<file path="config.mk">
export PLATFORM = sky130hd
export DESIGN_NAME = cov_bitmap_accumulator
export DESIGN_NICKNAME = d
export VERILOG_FILES = /design/src/rtl/cov_acc_pkg.sv /design/src/rtl/cov_bitmap_ram.sv /design/src/rtl/cov_bitmap_accumulator.sv
export SDC_FILE = /design/constraint.sdc
export NUM_CORES = 2
export LEC_CHECK = 0
export ABC_AREA = 1
export CORE_MARGIN = 2
export CORE_UTILIZATION = 30
export CTS_CLUSTER_SIZE = 28
export DETAILED_ROUTE_END_ITERATION = 8
export PLACE_DENSITY = 0.43
export RECOVER_POWER = 25
export SLEW_MARGIN = 20
export SYNTH_ARGS = -nofsm -noshare
export SYNTH_HDL_FRONTEND = slang
export SYNTH_SLANG_ARGS = --single-unit
</file>
<file path="constraint.sdc">
create_clock -name clock -period 9.3 [get_ports clock]
set_input_delay 0.93 -clock clock [delete_from_list [all_inputs] [get_ports clock]]
set_output_delay 0.93 -clock clock [all_outputs]
set_load 0.1 [all_outputs]
</file>
<file path="src/rtl/cov_acc_pkg.sv">
// Shared types and sizing helpers for the coverage bitmap accumulator.
package cov_acc_pkg;

    typedef enum logic {
        IDLE  = 1'b0,
        CLEAR = 1'b1
    } state_t;

    localparam int WORD_W_DEF = 64;

    function automatic int depth_f(input int idx_w, input int word_w);
        return (1 << idx_w) / word_w;
    endfunction

    function automatic int off_w_f(input int word_w);
        return $clog2(word_w);
    endfunction

endpackage

</file>
<file path="src/rtl/cov_bitmap_ram.sv">
// Seen-bitmap storage: one registered read port, one write port.
// A read and write to the same word in one cycle returns the old contents.
module cov_bitmap_ram #(
    parameter int DEPTH  = 64,
    parameter int WORD_W = 64,
    parameter int AW     = 6
) (
    input  logic              clock,
    input  logic [AW-1:0]     rd_addr,
    output logic [WORD_W-1:0] rd_data,
    input  logic              wr_en,
    input  logic [AW-1:0]     wr_addr,
    input  logic [WORD_W-1:0] wr_data
);

    logic [WORD_W-1:0] mem [DEPTH];
    logic [WORD_W-1:0] rd_q;

    always_ff @(posedge clock) begin
        if (wr_en) mem[wr_addr] <= wr_data;
        rd_q <= mem[rd_addr];
    end

    assign rd_data = rd_q;

endmodule

</file>
<file path="src/rtl/cov_bitmap_accumulator.sv">
// Counts unique coverage-point hits per round using a swept seen-bitmap.
// Optional COV_LAST_NEW_TS_EN adds a cycle counter and last_new_cycle output.
module cov_bitmap_accumulator
    import cov_acc_pkg::*;
#(
    parameter int IDX_W  = 12,
    parameter int WORD_W = WORD_W_DEF,
    parameter int SUM_W  = 30
) (
    input  logic             clock,
    input  logic             reset,
    input  logic             hit_valid,
    input  logic [IDX_W-1:0] hit_idx,
    output logic             hit_ready,
    input  logic             clr_req,
    output logic             clr_done,
    output logic [SUM_W-1:0] cov_sum,
    output logic             new_cov
`ifdef COV_LAST_NEW_TS_EN
    ,
    output logic [31:0]      last_new_cycle
`endif
);

    localparam int DEPTH = depth_f(IDX_W, WORD_W);
    localparam int OFF_W = off_w_f(WORD_W);
    localparam int AW    = IDX_W - OFF_W;

    state_t            state_q, state_d;
    logic [AW-1:0]     ptr_q, ptr_d;
    logic              s1_valid_q, s1_valid_d;
    logic [IDX_W-1:0]  s1_idx_q, s1_idx_d;
    logic              fwd_valid_q, fwd_valid_d;
    logic [AW-1:0]     fwd_word_q, fwd_word_d;
    logic [WORD_W-1:0] fwd_data_q, fwd_data_d;
    logic [SUM_W-1:0]  sum_q, sum_d;
    logic              new_cov_q, new_cov_d;
    logic              clr_done_q, clr_done_d;

    logic [WORD_W-1:0] rd_data, cur_word, new_word, wr_data;
    logic [AW-1:0]     s1_word, wr_addr;
    logic [OFF_W-1:0]  s1_bit;
    logic              accept, clr_go, s1_commit, is_new, wr_en;

    cov_bitmap_ram #(
        .DEPTH (DEPTH),
        .WORD_W(WORD_W),
        .AW    (AW)
    ) u_ram (
        .clock  (clock),
        .rd_addr(hit_idx[IDX_W-1:OFF_W]),
        .rd_data(rd_data),
        .wr_en  (wr_en),
        .wr_addr(wr_addr),
        .wr_data(wr_data)
    );

    assign hit_ready = (state_q == IDLE) && !clr_req;
    assign accept    = hit_valid && hit_ready;
    assign clr_go    = (state_q == IDLE) && clr_req;

    assign s1_word   = s1_idx_q[IDX_W-1:OFF_W];
    assign s1_bit    = s1_idx_q[OFF_W-1:0];
    // The RAM returns pre-write data, so the previous cycle's write is bypassed here.
    assign cur_word  = (fwd_valid_q && fwd_word_q == s1_word) ? fwd_data_q : rd_data;
    assign is_new    = !cur_word[s1_bit];
    assign new_word  = cur_word | ({{(WORD_W-1){1'b0}}, 1'b1} << s1_bit);
    assign s1_commit = s1_valid_q && (state_q == IDLE) && !clr_go;

    always_comb begin
        wr_en   = s1_commit;
        wr_addr = s1_word;
        wr_data = new_word;
        if (state_q == CLEAR) begin
            wr_en   = 1'b1;
            wr_addr = ptr_q;
            wr_data = '0;
        end
    end

    always_comb begin
        state_d     = state_q;
        ptr_d       = ptr_q;
        s1_valid_d  = accept;
        s1_idx_d    = accept ? hit_idx : s1_idx_q;
        fwd_valid_d = s1_commit;
        fwd_word_d  = s1_word;
        fwd_data_d  = new_word;
        sum_d       = sum_q;
        new_cov_d   = 1'b0;
        clr_done_d  = 1'b0;

        if (s1_commit && is_new) begin
            new_cov_d = 1'b1;
            if (sum_q != {SUM_W{1'b1}}) sum_d = sum_q + 1'b1;
        end

        case (state_q)
            IDLE: begin
                if (clr_req) begin
                    state_d   = CLEAR;
                    ptr_d     = '0;
                    sum_d     = '0;
                    new_cov_d = 1'b0;
                end
            end
            CLEAR: begin
                ptr_d = ptr_q + 1'b1;
                if (ptr_q == AW'(DEPTH - 1)) begin
                    ptr_d      = '0;
                    clr_done_d = 1'b1;
                    state_d    = IDLE;
                end
            end
            default: state_d = CLEAR;
        endcase
    end

    always_ff @(posedge clock) begin
        if (!reset) begin
            state_q     <= CLEAR;
            ptr_q       <= '0;
            s1_valid_q  <= 1'b0;
            s1_idx_q    <= '0;
            fwd_valid_q <= 1'b0;
            fwd_word_q  <= '0;
            fwd_data_q  <= '0;
            sum_q       <= '0;
            new_cov_q   <= 1'b0;
            clr_done_q  <= 1'b0;
        end else begin
            state_q     <= state_d;
            ptr_q       <= ptr_d;
            s1_valid_q  <= s1_valid_d;
            s1_idx_q    <= s1_idx_d;
            fwd_valid_q <= fwd_valid_d;
            fwd_word_q  <= fwd_word_d;
            fwd_data_q  <= fwd_data_d;
            sum_q       <= sum_d;
            new_cov_q   <= new_cov_d;
            clr_done_q  <= clr_done_d;
        end
    end

    assign cov_sum  = sum_q;
    assign new_cov  = new_cov_q;
    assign clr_done = clr_done_q;

`ifdef COV_LAST_NEW_TS_EN
    logic [31:0] cyc_q, cyc_d;
    logic [31:0] last_q, last_d;

    // Loaded one edge early so it is visible in the same cycle new_cov is high.
    always_comb begin
        cyc_d  = cyc_q + 32'd1;
        last_d = last_q;
        if (s1_commit && is_new) last_d = cyc_q;
        if (clr_go)              last_d = '0;
    end

    always_ff @(posedge clock) begin
        if (!reset) begin
            cyc_q  <= '0;
            last_q <= '0;
        end else begin
            cyc_q  <= cyc_d;
            last_q <= last_d;
        end
    end

    assign last_new_cycle = last_q;
`endif

endmodule
</file>
=== Word-level counts from Yosys, hierarchy flattened ===
Memories as Yosys holds them, arrays and structs flattened. A register that Yosys moved wholly into a read port is not among the register bits.
Index checks and enable logic that the tools add are counted.

* Add/sub/neg operators: 2
* Multiply operators: 0
* Divide/modulo/power cells: 0
* Order comparisons: 1
* Eq/ne operators: 4
* Shift operators: 1
* Muxes and demuxes: 22
* Bitwise operators: 2
* Reduce and logical (&&, ||, !) cells: 11

{| class="wikitable"
|+ Operators with widths
! kind !! count
|-
| 2-to-1 mux 64 bit || 2
|-
| 2-to-1 mux 30 bit || 4
|-
| OR 64 bit || 1
|-
| << shifter 1 x 6 -> 64 bit, first input constant || 1
|-
| adder 30 x 1 -> 30 bit, second input constant || 1
|-
| inequality test 30 bit, second input constant || 1
|-
| 2-to-1 mux 6 bit || 3
|-
| case mux 6 bit (2 select lines) || 1
|-
| 2-to-1 mux 1 bit || 10
|-
| logical AND 1 bit || 7
|-
| less-than comparator 6 x 7 -> 1 bit, second input constant || 1
|-
| adder 6 x 1 -> 6 bit, second input constant || 1
|-
| binary-select mux 1 bit (select 6 bit) || 1
|-
| == test 6 bit || 1
|-
| == test 6 bit, second input constant || 1
|-
| zero test 1 bit || 3
|-
| inequality test 2 bit, second input constant || 1
|-
| case mux 1 bit (2 select lines) || 1
|-
| AND reduction 2 bit || 1
|-
| inverter 1 bit || 1
|}

* Flip-flop bits (word level): 123
* Bits in latches: 0
* Bits in writable memories: 4096
* ROM bits: 0
* Bits of input ports: 16
* Output and inout bits: 33
* Logic and storage cells: 54
* Memories: 1

{| class="wikitable"
|+ Memories
! name !! depth !! width !! read ports !! clocked after Yosys merged registers in !! write ports !! line !! source
|-
| u_ram.mem || 64 || 64 || 1 || 1 || 1 || cov_bitmap_ram.sv:16 || <nowiki>logic [WORD_W-1:0] mem [DEPTH];</nowiki>
|}

=== Longest topological paths before layout ===
* Depth in word-level cells: 10
* Gate-level depth with buffers: 24
* Depth with buffers taken out: 21

=== Cells and area by module ===
A second synthesis with hierarchy kept.

* Cell total of the unflattened synthesis: 14765
* Area, all modules: 173166.1 um2

{| class="wikitable"
|+ Modules (own cells, without submodules)
! module !! instances !! cells each !! area each (um2) !! seq. area each (um2)
|-
| cov_bitmap_ram || 1 || 13405 || 165306.0 || 124279.2
|-
| cov_bitmap_accumulator || 1 || 1360 || 7860.0 || 2462.4
|}

=== Worst setup path before layout ===
OpenSTA, ideal clock, no wires.

* Path type: input to register
* Start: input port clr_req
* End: memory u_ram.mem[12][0] (enable)
* Setup time: 0.487 ns
* Arrival: 6.077 ns
* Path slack: 2.736 ns
* Cell stages on the path: 5
* Buffers on the path: 0
* Path through: nor2_1 nand2_1 nand2_1 nand4_1 nor2_1

* Word-level cells in the longest chain between the ends: 6

{| class="wikitable"
|+ Ends and longest elaborated chain
! what !! line !! source
|-
| start, declared || cov_bitmap_accumulator.sv:15 || <nowiki>input logic clr_req,</nowiki>
|-
| logical AND 1 bit || cov_bitmap_accumulator.sv:60 || <nowiki>assign clr_go = (state_q == IDLE) && clr_req;</nowiki>
|-
| zero test 1 bit || cov_bitmap_accumulator.sv:68 || <nowiki>assign s1_commit = s1_valid_q && (state_q == IDLE) && !clr_go;</nowiki>
|-
| logical AND 1 bit || cov_bitmap_accumulator.sv:68 ||
|-
| 2-to-1 mux 1 bit || cov_bitmap_accumulator.sv:74 || <nowiki>if (state_q == CLEAR) begin</nowiki>
|-
| 2-to-1 mux 1 bit || cov_bitmap_ram.sv:20 || <nowiki>if (wr_en) mem[wr_addr] <= wr_data;</nowiki>
|-
| 2-to-1 mux 1 bit (not written as such) || cov_bitmap_ram.sv:20 ||
|-
| end, declared || cov_bitmap_ram.sv:16 ||
|}

No other way between the ends.

==> impl_metrics.env <==
export IMPL_dominantRegCellSynth="edfxtp_1"
export IMPL_track_usage_pct=20.1
export IMPL_net_count_synth=13200
export IMPL_cell_by_cell_listing_of_the_critical_path="buf_16 -> inv_8 -> clkbuf_1 -> buf_4 -> o21ai_0 -> o22ai_1 -> o21ai_0 -> o22ai_1 -> o21ai_0 -> o22ai_1"
export IMPL_initialDrtViolationCount=11300
export IMPL_clkSinkCount=4283
export IMPL_start_util_pct=30.1
export IMPL_post_route_cells_drive_above_1_share_pct=7.38
export IMPL_cts_tree="done"
export IMPL_pwr_share_comb_pct=5.0
export IMPL_postSynth_asyncResetShare_pct=0
export IMPL_power_switching_share_pct=22.9
export IMPL_power_density_nw_per_um2=214
export IMPL_design_portCount=49
export IMPL_clk_transition_reported_paths_ns=0.06
export IMPL_regToRegSetupSlack_ns=2.92
export IMPL_number_of_global_route_vias_before_repair=105000
export IMPL_critical_path_buf_inv_count=4
export IMPL_timing_critical_path_to_type="register"
export IMPL_routed_length_per_placed_instance_um=28.2
export IMPL_io_buffers=48
export IMPL_post_synthesis_cells=13200
export IMPL_grt_overflow_total=0
export IMPL_synth_seq_cells=4283
export IMPL_setup_worst_path_class="input pin to register"
export IMPL_finalHoldWorstSlack_ns=0.351
export IMPL_layout_nets=13100
export IMPL_dr_total_vias=110000
export IMPL_seq_area_frac_synth_pct=75.5
export IMPL_grt_antenna_before_repair=22
export IMPL_met1_usage_pct=28.4
export IMPL_count_of_antenna_violating_nets_left_after_detailed_routing=0
export IMPL_critical_path_arrival_ns=7.51
export IMPL_grt_met3_usage_pct=2.37
export IMPL_net_switching_power_mw=9.40
export IMPL_die_width_um=752
export IMPL_detail_route_vias_per_cell=5.27
export IMPL_cp_max_fo=110
export IMPL_endpoint_required_time_on_the_critical_path_ns=10.24
export IMPL_grt_pass1_wl_mm=830
export IMPL_synthToLayoutAreaGrowth_pct=14.3
export IMPL_die_area_um2=566000
export IMPL_detail_route_wirelength_mm=591
export IMPL_top_usage_layer="met2"
export IMPL_leakagePower_nw=61.0
export IMPL_clk_insertion_delay_late_ns=1.03
export IMPL_synth_edf_count=4096
export IMPL_largest_net_degree_at_the_start_of_global_routing=163
export IMPL_timing_clock_skew_ns=0.0415
export IMPL_setup_viol_count_final=0
export IMPL_run_status="finished with violations"
export IMPL_crit_slowest_cell="clkbuf_1"
export IMPL_coreArea_um2=557000
export IMPL_htreeDepth=5
export IMPL_finalWorstPathRequiredPeriod_ns=6.57
export IMPL_post_synthesis_area_per_instance_um2=12.7
export IMPL_cts_made_buffers=449
export IMPL_cellInternalPower_mw=31.6
export IMPL_timing_setup_tns_ns=0
export IMPL_place_gp_congestion=0.831
export IMPL_root_buffer="clkbuf_16"
export IMPL_synthesis_area_um2=168000
export IMPL_pwr_share_seq_pct=51.4
export IMPL_clock_path_buffers=4
export IMPL_setup_repair_after_global_routing_missed_its_margin="no"
export IMPL_worst_slew_pin_transition_ns=4.90
export IMPL_relSlewSlack_pct=-226
export IMPL_violations="max-capacitance violations, max-slew violations"
export IMPL_cts_repair_timing_setup_buffer_count=0
export IMPL_finalMaxSlewViolations=1594
export IMPL_clkPwrFrac_pct=43.6
export IMPL_place_hpwl_mm=321
export IMPL_die_y_um=752
export IMPL_hold_path_class="input pin to register"
export IMPL_rows=274
export IMPL_cts_hold_buffers_added=0
export IMPL_grtUsageMet2_pct=33.1
export IMPL_max_cap_violations=42
export IMPL_ir_worst_vdd_mv=0.167
export IMPL_route_detailed_drc=0
export IMPL_post_cts_resize_count=0
export IMPL_clock_fmax_mhz=152
export IMPL_crit_family="buffers and inverters"
export IMPL_setup_worst_path_start_class="input pin"
export IMPL_synth_lib_cells_used_distinct=38
export IMPL_ys_warn_count=0
export IMPL_worst_path_largest_cell_delay_ns=3.46
export IMPL_detailedRoute_firstPassIterationCount=5
export IMPL_final_hold_violating_endpoints=0
export IMPL_finalCritPeriodShare_pct=70.6
-- flip-flops by register name, indices dropped and copies added, names as in the netlist --
name / count
clr_done: 1
cov_sum: 30
fwd_data_q: 64
fwd_valid_q: 1
fwd_word_q: 6
new_cov: 1
ptr_q: 6
s1_idx_q: 12
s1_valid_q: 1
state_q: 1
u_ram.mem: 4096
u_ram.rd_data: 64
-- metrics by stage --
step                      area [um2]  power, mW  util, %  instances  worst slack (ns)
after global routing          192000       42.2     34.4      21000              2.16
after CTS                     192000       41.4     34.5      20900              4.03
after detailed placement      178000       23.5     31.9      20100              3.16
after global placement        178000       23.6     31.9      20100              3.23
final                         192000       41.0     34.4      21000              2.73
after floorplan               168000       22.6        -      13200              2.74
-- worst paths after layout --
path / start / to / cells past startpoint
min reg2reg: s1_idx_q[10] / fwd_word_q[4] / 2
max: hit_idx[6] / u_ram.rd_data[33] / 10
max reg2reg: state_q / u_ram.mem[16][35] / 7
min: hit_idx[10] / s1_idx_q[10] / 3
-- kinds of logic (layout without fill, tap and decap cells) --
kind of cell / after synthesis / in the layout / share of synthesized area, %
buffers and inverters: 1259 / 1528 / 2.86
AOI/OAI and AO/OA: 4105 / 4105 / 13.4
DFF: 4283 / 4283 / 75.5
and+or+nand+nor: 3561 / 3561 / 8.20
other: 0 / 10 / 0
xor gates and xnor gates: 18 / 18 / 0.0939
adders and majority gates: 2 / 2 / 0.0149
-- layout by cell type, fill, tap and decap left out, drive strengths merged, types with 15 or more instances in the layout --
cell and instances:
o32ai 72, nand2 456, o22ai 1279, dfxtp 187
o211ai 15, nand4 27, inv 290, buf 313
clkinv 220, nand3b 25, bufinv 38, clkbuf 618
a21oi 34, edfxtp 4096, o21ai 2700, dlygate4sd3 32
nor2 2908, nor3 21, nand3 115
-- tightest hold or removal path, stage by stage --
cell	delay, ns
buf_8	0.22
o22ai_1	0.13
inv_1	0.05
-- power by group through the flow --
stage / clock (mW) / combinational (mW) / sequential (mW)
after floorplan: 0 / 1.20 / 21.4
after global placement: 0 / 2.09 / 21.5
after detailed placement: 0 / 2.07 / 21.5
after CTS: 18.3 / 2.08 / 21.1
after global routing: 18.9 / 2.24 / 21.1
final: 17.9 / 2.07 / 21.1
-- synth_stat cells, types with 15 or more instances --
| library cell | n | share of area (%) |
|---|---|---|
| o32ai_1 | 72 | 0.38 |
| buf_2 | 44 | 0.13 |
| edfxtp_1 | 4096 | 73 |
| a21oi_1 | 34 | 0.10 |
| o21ai_0 | 2688 | 8.0 |
| nand3_1 | 112 | 0.33 |
| nand3b_1 | 25 | 0.11 |
| nand2_1 | 454 | 1.0 |
| inv_1 | 294 | 0.66 |
| clkbuf_1 | 879 | 2.0 |
| nor3_1 | 21 | 0.063 |
| o211ai_1 | 15 | 0.067 |
| nand4_1 | 27 | 0.10 |
| o22ai_1 | 1279 | 4.8 |
| buf_1 | 31 | 0.069 |
| nor2_1 | 2905 | 6.5 |
| dfxtp_1 | 187 | 2.2 |
-- layer usage --
metal / wire length, um / vias to the layer above
met1: 266000 / 57800
met5: 13 / -
met3: 31000 / 656
met2: 280000 / 3267
li1: - / 48800
met4: 13900 / 2
-- cell type report --
| type | instances | area, um2 |
|---|---|---|
| diodes | 10 | 25.0 |
| clock buffers | 579 | 12000 |
| clock inverters | 256 | 2460 |
| fillers | 55100 | 365000 |
| inverters | 300 | 1170 |
| multi-input cells | 7686 | 36800 |
| flip-flops and latches | 4283 | 127000 |
| well taps | 7452 | 9320 |
| repair buffers | 393 | 3580 |
(Power assumes the default switching activity.)
